**src/rtl/pc_branch_unit.sv**
```systemverilog
// Program counter owner: JP, JP C/NC, JP Z/NZ, JPBA, PSET and plain advance.
// Ports: clk, reset_n, start, op, imm, carry, zero, a_reg, b_reg -> pc, busy, done, taken.
// Optional macro PC_BRANCH_ZERO_COND_EN enables JP Z / JP NZ; otherwise they advance.
module pc_branch_unit #(
  parameter int STEP_WIDTH = 8,
  parameter int PAGE_WIDTH = 4,
  parameter int BANK_WIDTH = 1,
  parameter int CYCLE_LEN  = 5,
  parameter logic [BANK_WIDTH+PAGE_WIDTH+STEP_WIDTH-1:0] RST_VECTOR = 13'h0100
) (
  input  logic                  clk,
  input  logic                  reset_n,
  input  logic                  start,
  input  logic [2:0]            op,
  input  logic [STEP_WIDTH-1:0] imm,
  input  logic                  carry,
  input  logic                  zero,
  input  logic [3:0]            a_reg,
  input  logic [3:0]            b_reg,
  output logic [BANK_WIDTH+PAGE_WIDTH+STEP_WIDTH-1:0] pc,
  output logic                  busy,
  output logic                  done,
  output logic                  taken
);

  localparam int BPW = BANK_WIDTH + PAGE_WIDTH;
  localparam int PSW = PAGE_WIDTH + STEP_WIDTH;
  localparam int PCW = BPW + STEP_WIDTH;

  localparam logic [2:0] OP_NOP  = 3'd0;
  localparam logic [2:0] OP_JP   = 3'd1;
  localparam logic [2:0] OP_JPC  = 3'd2;
  localparam logic [2:0] OP_JPNC = 3'd3;
  localparam logic [2:0] OP_JPZ  = 3'd4;
  localparam logic [2:0] OP_JPNZ = 3'd5;
  localparam logic [2:0] OP_JPBA = 3'd6;
  localparam logic [2:0] OP_PSET = 3'd7;

  typedef enum logic [1:0] {
    S_IDLE,
    S_EXEC,
    S_UPDATE,
    S_FINISH
  } state_t;

  state_t                state;
  logic [3:0]            cnt;
  logic [2:0]            op_q;
  logic [STEP_WIDTH-1:0] imm_q;
  logic                  carry_q;
  logic                  zero_q;
  logic [3:0]            a_q;
  logic [3:0]            b_q;
  logic                  pend_valid;
  logic [BPW-1:0]        pend_val;

  logic                  cond_take;
  logic [BPW-1:0]        tgt_bp;
  logic [STEP_WIDTH-1:0] ab_step;
  logic [STEP_WIDTH-1:0] tgt_step;
  logic [PCW-1:0]        pc_next;

`ifndef PC_BRANCH_ZERO_COND_EN
  logic unused_zero;
  assign unused_zero = zero_q;
`endif

  always_comb begin
    cond_take = 1'b0;
    unique case (1'b1)
      (op_q == OP_JP):   cond_take = 1'b1;
      (op_q == OP_JPC):  cond_take = carry_q;
      (op_q == OP_JPNC): cond_take = ~carry_q;
`ifdef PC_BRANCH_ZERO_COND_EN
      (op_q == OP_JPZ):  cond_take = zero_q;
      (op_q == OP_JPNZ): cond_take = ~zero_q;
`endif
      (op_q == OP_JPBA): cond_take = 1'b1;
      default:           cond_take = 1'b0;
    endcase
  end

  // A pending PSET redirects the bank/page of the very next target.
  assign tgt_bp   = pend_valid ? pend_val : pc[PCW-1:STEP_WIDTH];
  assign ab_step  = STEP_WIDTH'({b_q, a_q});
  assign tgt_step = (op_q == OP_JPBA) ? ab_step : imm_q;

  // Advance carries step into page; page wraps inside the bank.
  always_comb begin
    pc_next = {pc[PCW-1:PSW], pc[PSW-1:0] + PSW'(1)};
    if (cond_take)
      pc_next = {tgt_bp, tgt_step};
  end

  always_ff @(posedge clk or negedge reset_n) begin
    if (!reset_n) begin
      state      <= S_IDLE;
      cnt        <= '0;
      op_q       <= OP_NOP;
      imm_q      <= '0;
      carry_q    <= 1'b0;
      zero_q     <= 1'b0;
      a_q        <= '0;
      b_q        <= '0;
      pend_valid <= 1'b0;
      pend_val   <= '0;
      pc         <= RST_VECTOR;
      busy       <= 1'b0;
      done       <= 1'b0;
      taken      <= 1'b0;
    end else begin
      unique case (state)
        S_IDLE: begin
          if (start) begin
            op_q    <= op;
            imm_q   <= imm;
            carry_q <= carry;
            zero_q  <= zero;
            a_q     <= a_reg;
            b_q     <= b_reg;
            cnt     <= 4'd1;
            busy    <= 1'b1;
            state   <= (CYCLE_LEN <= 3) ? S_UPDATE : S_EXEC;
          end
        end
        S_EXEC: begin
          cnt <= cnt + 4'd1;
          if (cnt == 4'(CYCLE_LEN - 3))
            state <= S_UPDATE;
        end
        S_UPDATE: begin
          pc    <= pc_next;
          done  <= 1'b1;
          taken <= cond_take;
          cnt   <= cnt + 4'd1;
          state <= S_FINISH;
        end
        S_FINISH: begin
          done  <= 1'b0;
          taken <= 1'b0;
          busy  <= 1'b0;
          state <= S_IDLE;
          if (op_q == OP_PSET) begin
            pend_valid <= 1'b1;
            pend_val   <= imm_q[BPW-1:0];
          end else begin
            pend_valid <= 1'b0;
          end
        end
        default: state <= S_IDLE;
      endcase
    end
  end

endmodule

```
**config.mk**
```make
export PLATFORM = sky130hd
export DESIGN_NAME = pc_branch_unit
export DESIGN_NICKNAME = d
export VERILOG_FILES = /design/src/rtl/pc_branch_unit.sv
export SDC_FILE = /design/constraint.sdc
export NUM_CORES = 1
export LEC_CHECK = 0
export BUFFER_PORTS_ARGS = -buffer_cell sky130_fd_sc_hd__buf_2
export CAP_MARGIN = 25
export CORE_AREA = 10 10 92 70
export DETAILED_ROUTE_END_ITERATION = 10
export DIE_AREA = 0 0 102 80
export PLACE_DENSITY_LB_ADDON = 0.15
export SLEW_MARGIN = 20
export SYNTH_ARGS = -nofsm -noshare
export SYNTH_HDL_FRONTEND = slang
export SYNTH_SLANG_ARGS = --single-unit
```
**constraint.sdc**
```tcl
create_clock -name clk -period 3.2 [get_ports clk]
set_input_delay 0.64 -clock clk [delete_from_list [all_inputs] [get_ports clk]]
set_output_delay 0.64 -clock clk [all_outputs]
set_load 0.01 [all_outputs]
```
======== Yosys cells after proc, flatten, opt, wreduce, memory -nomap -nowiden ========
Cells that the tools add are included.
storage, ports and cells
  bits in latches ......................... 0
  memories kept ........................... 0
  logic and storage cells ................. 57
  register bits ........................... 48
  memory bits (writable) .................. 0
  bits in read-only memories .............. 0
cells by class
  multipliers ............................. 0
  equal/unequal tests ..................... 12
  shift operators ......................... 0
  magnitude comparators ................... 0
  multiplexer cells ....................... 14
  div/mod/pow operators ................... 0
  reductions and logical operators ........ 13
  add/subtract/negate cells ............... 2
  bitwise gates (word level) .............. 1
operator list
  kind                                                 count
  adder 12 x 1 -> 12 bit, second input constant        1
  2-to-1 mux 12 bit                                    1
  AND reduction 2 bit                                  6
  2-to-1 mux 4 bit                                     2
  2-to-1 mux 8 bit                                     1
  case mux 2 bit (4 select lines)                      1
  case mux 4 bit (2 select lines)                      1
  equality test 3 x 2 -> 1 bit, second input constant  2
  equality test 3 bit, second input constant           2
  != test 2 bit, second input constant                 3
  case mux 1 bit (2 select lines)                      3
  nonzero test 2 bit                                   3
  adder 4 x 1 -> 4 bit, second input constant          1
  equality test 2 bit, second input constant           2
  equality test 4 x 2 -> 1 bit, second input constant  1
  2-to-1 mux 2 bit                                     2
  OR reduction 2 bit                                   2
  equality test 3 x 1 -> 1 bit, second input constant  1
  case mux 1 bit (3 select lines)                      1
  AND reduction 3 bit                                  1
  equality test 2 x 1 -> 1 bit, second input constant  1
  zero test 2 bit                                      1
  2-to-1 mux 1 bit                                     2
  NOT 1 bit                                            1

======== Depth between registers and ports, before layout ========
  word-level depth ........................ 5
  mapped depth ............................ 7
  mapped depth without buffers ............ 6

======== Worst setup path before layout ========
No wires, ideal clock.
  path type ............................... register to register
  start ................................... register state[0]
  end ..................................... register cnt[2]
  cell stages (with the launch flop) ...... 7
  setup slack ............................. 1.665 ns
  arrival ................................. 1.414 ns
  buffers on the path ..................... 0
  cell sequence ........................... dfrtp_1 > inv_1 > ha_1 > nor2b_1 > nor2_1 > mux2_2 > a22o_1
between the ends
  word-level cells in the longest chain between the ends .. 4
  elaborated cells between the ends (all ways) .. 8
  classes of those cells .................. eq/ne: 3; mux: 1; reduce/logical: 4
ends and longest elaborated chain
  what                                                                        RTL line  RTL
  start, declared                                                             46        state_t state;
  start signal, assigned                                                      123       state <= (CYCLE_LEN <= 3) ? S_UPDATE : S_EXEC;
  equality test 2 x 1 -> 1 bit / equality test 2 bit (equally long branches)  112       unique case (state)
  OR reduction 2 bit (no line)                                                --
  nonzero test 2 bit (no line)                                                --
  AND reduction 2 bit (no line)                                               --
  end signal, assigned                                                        127       cnt <= cnt + 4'd1;
  end signal, assigned                                                        135       cnt <= cnt + 4'd1;
  end, declared                                                               47        logic [3:0] cnt;
Several ways; a longest one is shown, not always the timed one.
A chain may end at the register's enable or synchronous reset.

======== Final worst setup path ========
  start ................................... register state[0]
  end ..................................... register pc[10]
between the ends
  word-level cells in the longest chain between the ends .. 2
ends and longest elaborated chain
  what                           RTL line  RTL
  equality test 2 bit            112
  AND reduction 2 bit (no line)  --
  end signal, assigned           132       pc <= pc_next;
  end, declared                  20        output logic [BANK_WIDTH+PAGE_WIDTH+STEP_WIDTH-1:0] pc,
Every way passes these cells.

==> results by group <==
Clock tree
  • Source-to-sink clock delay at the later pin of the worst-skew pair: 0.30 ns
  • CTS root buffer: clkbuf_8
  • Buffer depth of the longest clock path: 2
  • PostCTS Resize Cnt: 0
  • Hold-fix buffer count after cts: 0
  • CTS tree: yes
  • Setup bufs post-CTS: 0
  • Register clock-pin slew on the reported worst setup and hold paths: 0.09 ns
  • Clk sinks: 48
  • Cts bufs inserted: 5
  • H-tree lvl count: 2

Finish
  • Count of antenna diodes in the layout: 0
  • Layout cell share with drive strength beyond 1: 34.02%
  • Relative area change from synthesis to final layout: 14.49%
  • Final #Nets: 274
  • FILL cells: 413
  • Layout Cells excl Fill: 301

Setup path
  • Largest fanout of any net on the critical path: 16
  • Crit-path max cell delay: 0.58 ns
  • Flop-to-flop setup slack: 1.05 ns
  • Kind of cell adding the most delay to the critical path: adder cells
  • Reg2reg path depth: 6
  • Crit start category: flip-flop
  • Required @ worst endpoint: 3.41 ns
  • Category of the worst setup path capture point: flip-flop
  • Slowest cell on the critical path: ha_1
  • Number of buffers and inverters on the critical path: 2
  • Data arrival time of the worst path: 2.36 ns
  • Critical path class: reg -> reg
  • Sequence of cells on the critical path: inv_1 -> ha_1 -> inv_2 -> nor4_4 -> a211oi_1 -> a311oi_1
  • CP Depth: 6

Floorplan
  • Overall die area: 8160 um^2
  • Width of the chip: 102 um
  • Cell Rows: 21
  • Die Y-Extent: 80 um
  • Core area: 4677 um^2
  • Total I/O pin count: 40
  • Effective utilization at floorplan: 50.21%

Power and ir drop
  • Power per standard cell area: 991.3 nW/um^2
  • Internal Dissipation: 1.605 mW
  • Flop pwr share: 42.6%
  • Clock network fraction of total power: 14.3%
  • Leakage: 1.273 nW
  • Fraction of power spent switching nets: 39.78%
  • Relative contribution of combinational cells to total power: 43.1%
  • Net switching power figure: 1.060 mW
  • Worst IR drop on VDD: 514.2 uV

Placed design
  • Number of cells after detailed placement: 293
  • Post-DP HPWL: 3805 um
  • Weighted congestion at the end of routability-driven global placement: 0.7600
  • I/O Buffers: 38

GRT
  • Global route overflow: 0
  • Antenna violations before repair: 0
  • Number of global-route vias before repair: 1787
  • First-pass GRT wire length: 8597 um
  • Pin count of the biggest net entering global routing: 28
  • Total global-route track usage: 13.09%

Timing
  • Final number of setup-violating endpoints: 0
  • Share of the clock period used by the worst path after layout: 67.24%
  • Measured slew at the worst slew-check pin: 0.8036 ns
  • Post-layout min period: 2.152 ns
  • Endpoints failing hold: 0
  • Setup Total Neg Slack: 0 ns
  • Total count of max-transition violations in the final report: 0
  • Headroom to the max-slew limit: 46.30%
  • Highest Clock Rate: 464.8 MHz
  • Post-Route Skew: 0.007128 ns
  • Post-Route Hold Slack: 0.3690 ns
  • Setup repair after global routing missed its margin: false

Yosys
  • Share of the synthesized area in the top cell type: 50.08%
  • Fraction of the yosys area taken by sequential cells: 51.20%
  • Register bit count reported by yosys: 48
  • Cell with the most instances after synthesis: dfrtp_1
  • Post-synth top area cell: dfrtp_1
  • Synthesized instance count: 204
  • Yosys warning total: 0
  • Mapped Avg Cell Area: 11.51 um^2
  • Leading post-synthesis cells by instance count: 47 x dfrtp_1, 29 x mux2_2, 13 x nand2_1, 11 x o21ai_0, 10 x nor2_1
  • Top cells by area in the synthesized netlist: dfrtp_1 50%, mux2_2 14%, ha_1 3.7%
  • Post-synth net total: 235
  • Number of enable flip-flop cells after synthesis: 0
  • Number of library cell types mapped by synthesis: 40
  • Synth Cell Area: 2349 um^2
  • Main synth FF type: dfrtp_1
  • Async SR Flop Fraction: 100.0%

Drt
  • Vias per std cell: 5.595
  • Detailed-route wire length per cell: 16.85 um
  • Total via count after detailed routing: 1684
  • Drt drc: 0
  • Routed Antenna Nets: 0
  • Detailed-router iteration count before antenna repair: 4
  • Number of DRC markers in iteration 0: 94
  • DRT Wirelength: 5072 um

Run status
  • Outcome: finished, final reports clean

Worst hold path
  • Worst min-delay path class: in -> async

Flow run
  • Max-cap violation count: 0
==> kinds of logic after synthesis <==
kind of cell	Yosys count	share of synthesized area [%]
flip-flops	48	51.20
multiplexers	35	17.00
adder cells (fa/ha/maj)	7	3.729
AND/OR/NAND/NOR	54	12.89
AO/OA/AOI/OAI	44	11.77
buffers and inverters	16	3.409
==> registers in the layout, summed over array words and instances, names as in the netlist <==
name / flops
carry_q: 1
b_q: 4
pend_valid: 1
op_q: 3
a_q: 4
done: 1
pc: 13
cnt: 4
busy: 1
taken: 1
state: 2
imm_q: 8
pend_val: 5
==> cells in the final DEF (no fill, tap or decap), types with 4 or more instances in the layout <==
cell	instances
buf_2	38
nand2_1	13
o21ai_1	6
mux2i_1	5
mux2_2	29
o21ai_0	11
nand3_1	4
a21oi_1	8
dfrtp_1	47
nor2_1	10
ha_1	7
and3_1	6
nor3_1	6
clkbuf_8	6
inv_1	8
==> area by class of cell <==
class	count	area (um^2)	share of cell area [%]
clock buffer	6	82.58	3.071
tap	57	71.32	2.652
multi-input combinational	140	1066	39.65
inverter	9	33.78	1.256
timing repair buffer	39	217.7	8.097
clock inverter	2	15.01	0.5584
sequential	48	1202	44.72
==> power by group through the flow <==
stage / Sequential (mW) / Clock [mW] / Combinational (mW)
2_1_floorplan: 1.12 / 0 / 0.859
3_3_place_gp: 1.13 / 0 / 1.12
3_5_place_dp: 1.15 / 0 / 1.15
4_1_cts: 1.13 / 0.392 / 1.16
5_1_grt: 1.18 / 0.419 / 1.29
6_report: 1.14 / 0.381 / 1.15
==> path summary, 6_finish.rpt <==
| kind | start | to |
|---|---|---|
| max | state[0] | pc[10] |
| min | reset_n | a_q[2] |
| max reg2reg | state[0] | pc[10] |
| max in group asynchronous | reset_n | pc[8] |
| min reg2reg | pc[12] | pc[12] |
| min in group clk | pc[12] | pc[12] |
==> worst register-to-register path, delay by kind of cell (launching register included) <==
family                   cells  cell delay, ns
flip-flops                   1            0.43
adder cells (fa/ha/maj)      1            0.58
AO/OA/AOI/OAI                2            0.35
AND/OR/NAND/NOR              1            0.37
buffers and inverters        2            0.33
==> per-layer routing <==
| metal | wire length (um) | share of wire, % | track usage (%) | vias up |
|---|---|---|---|---|
| met5 | 0 | 0 | 0 | - |
| met4 | 10 | 0.20 | 2.809 | 0 |
| met3 | 349 | 6.9 | 4.152 | 2 |
| met2 | 2181 | 43 | 19.07 | 49 |
| met1 | 2531 | 50 | 18.44 | 805 |
| li1 | - | - | - | 828 |
==> stage by stage <==
stage / instance area, um^2 / util, % / total power, mW / setup WS, ns
floorplan: 2349 / - / 1.983 / 1.665
global placement: 2564 / 54.82 / 2.258 / 1.143
detailed placement: 2591 / 55.40 / 2.300 / 1.062
CTS: 2689 / 57.49 / 2.682 / 1.071
global route: 2689 / 57.49 / 2.888 / 0.8537
finish: 2689 / 57.49 / 2.666 / 1.048
No activity file was read; power rests on OpenSTA's default activity.
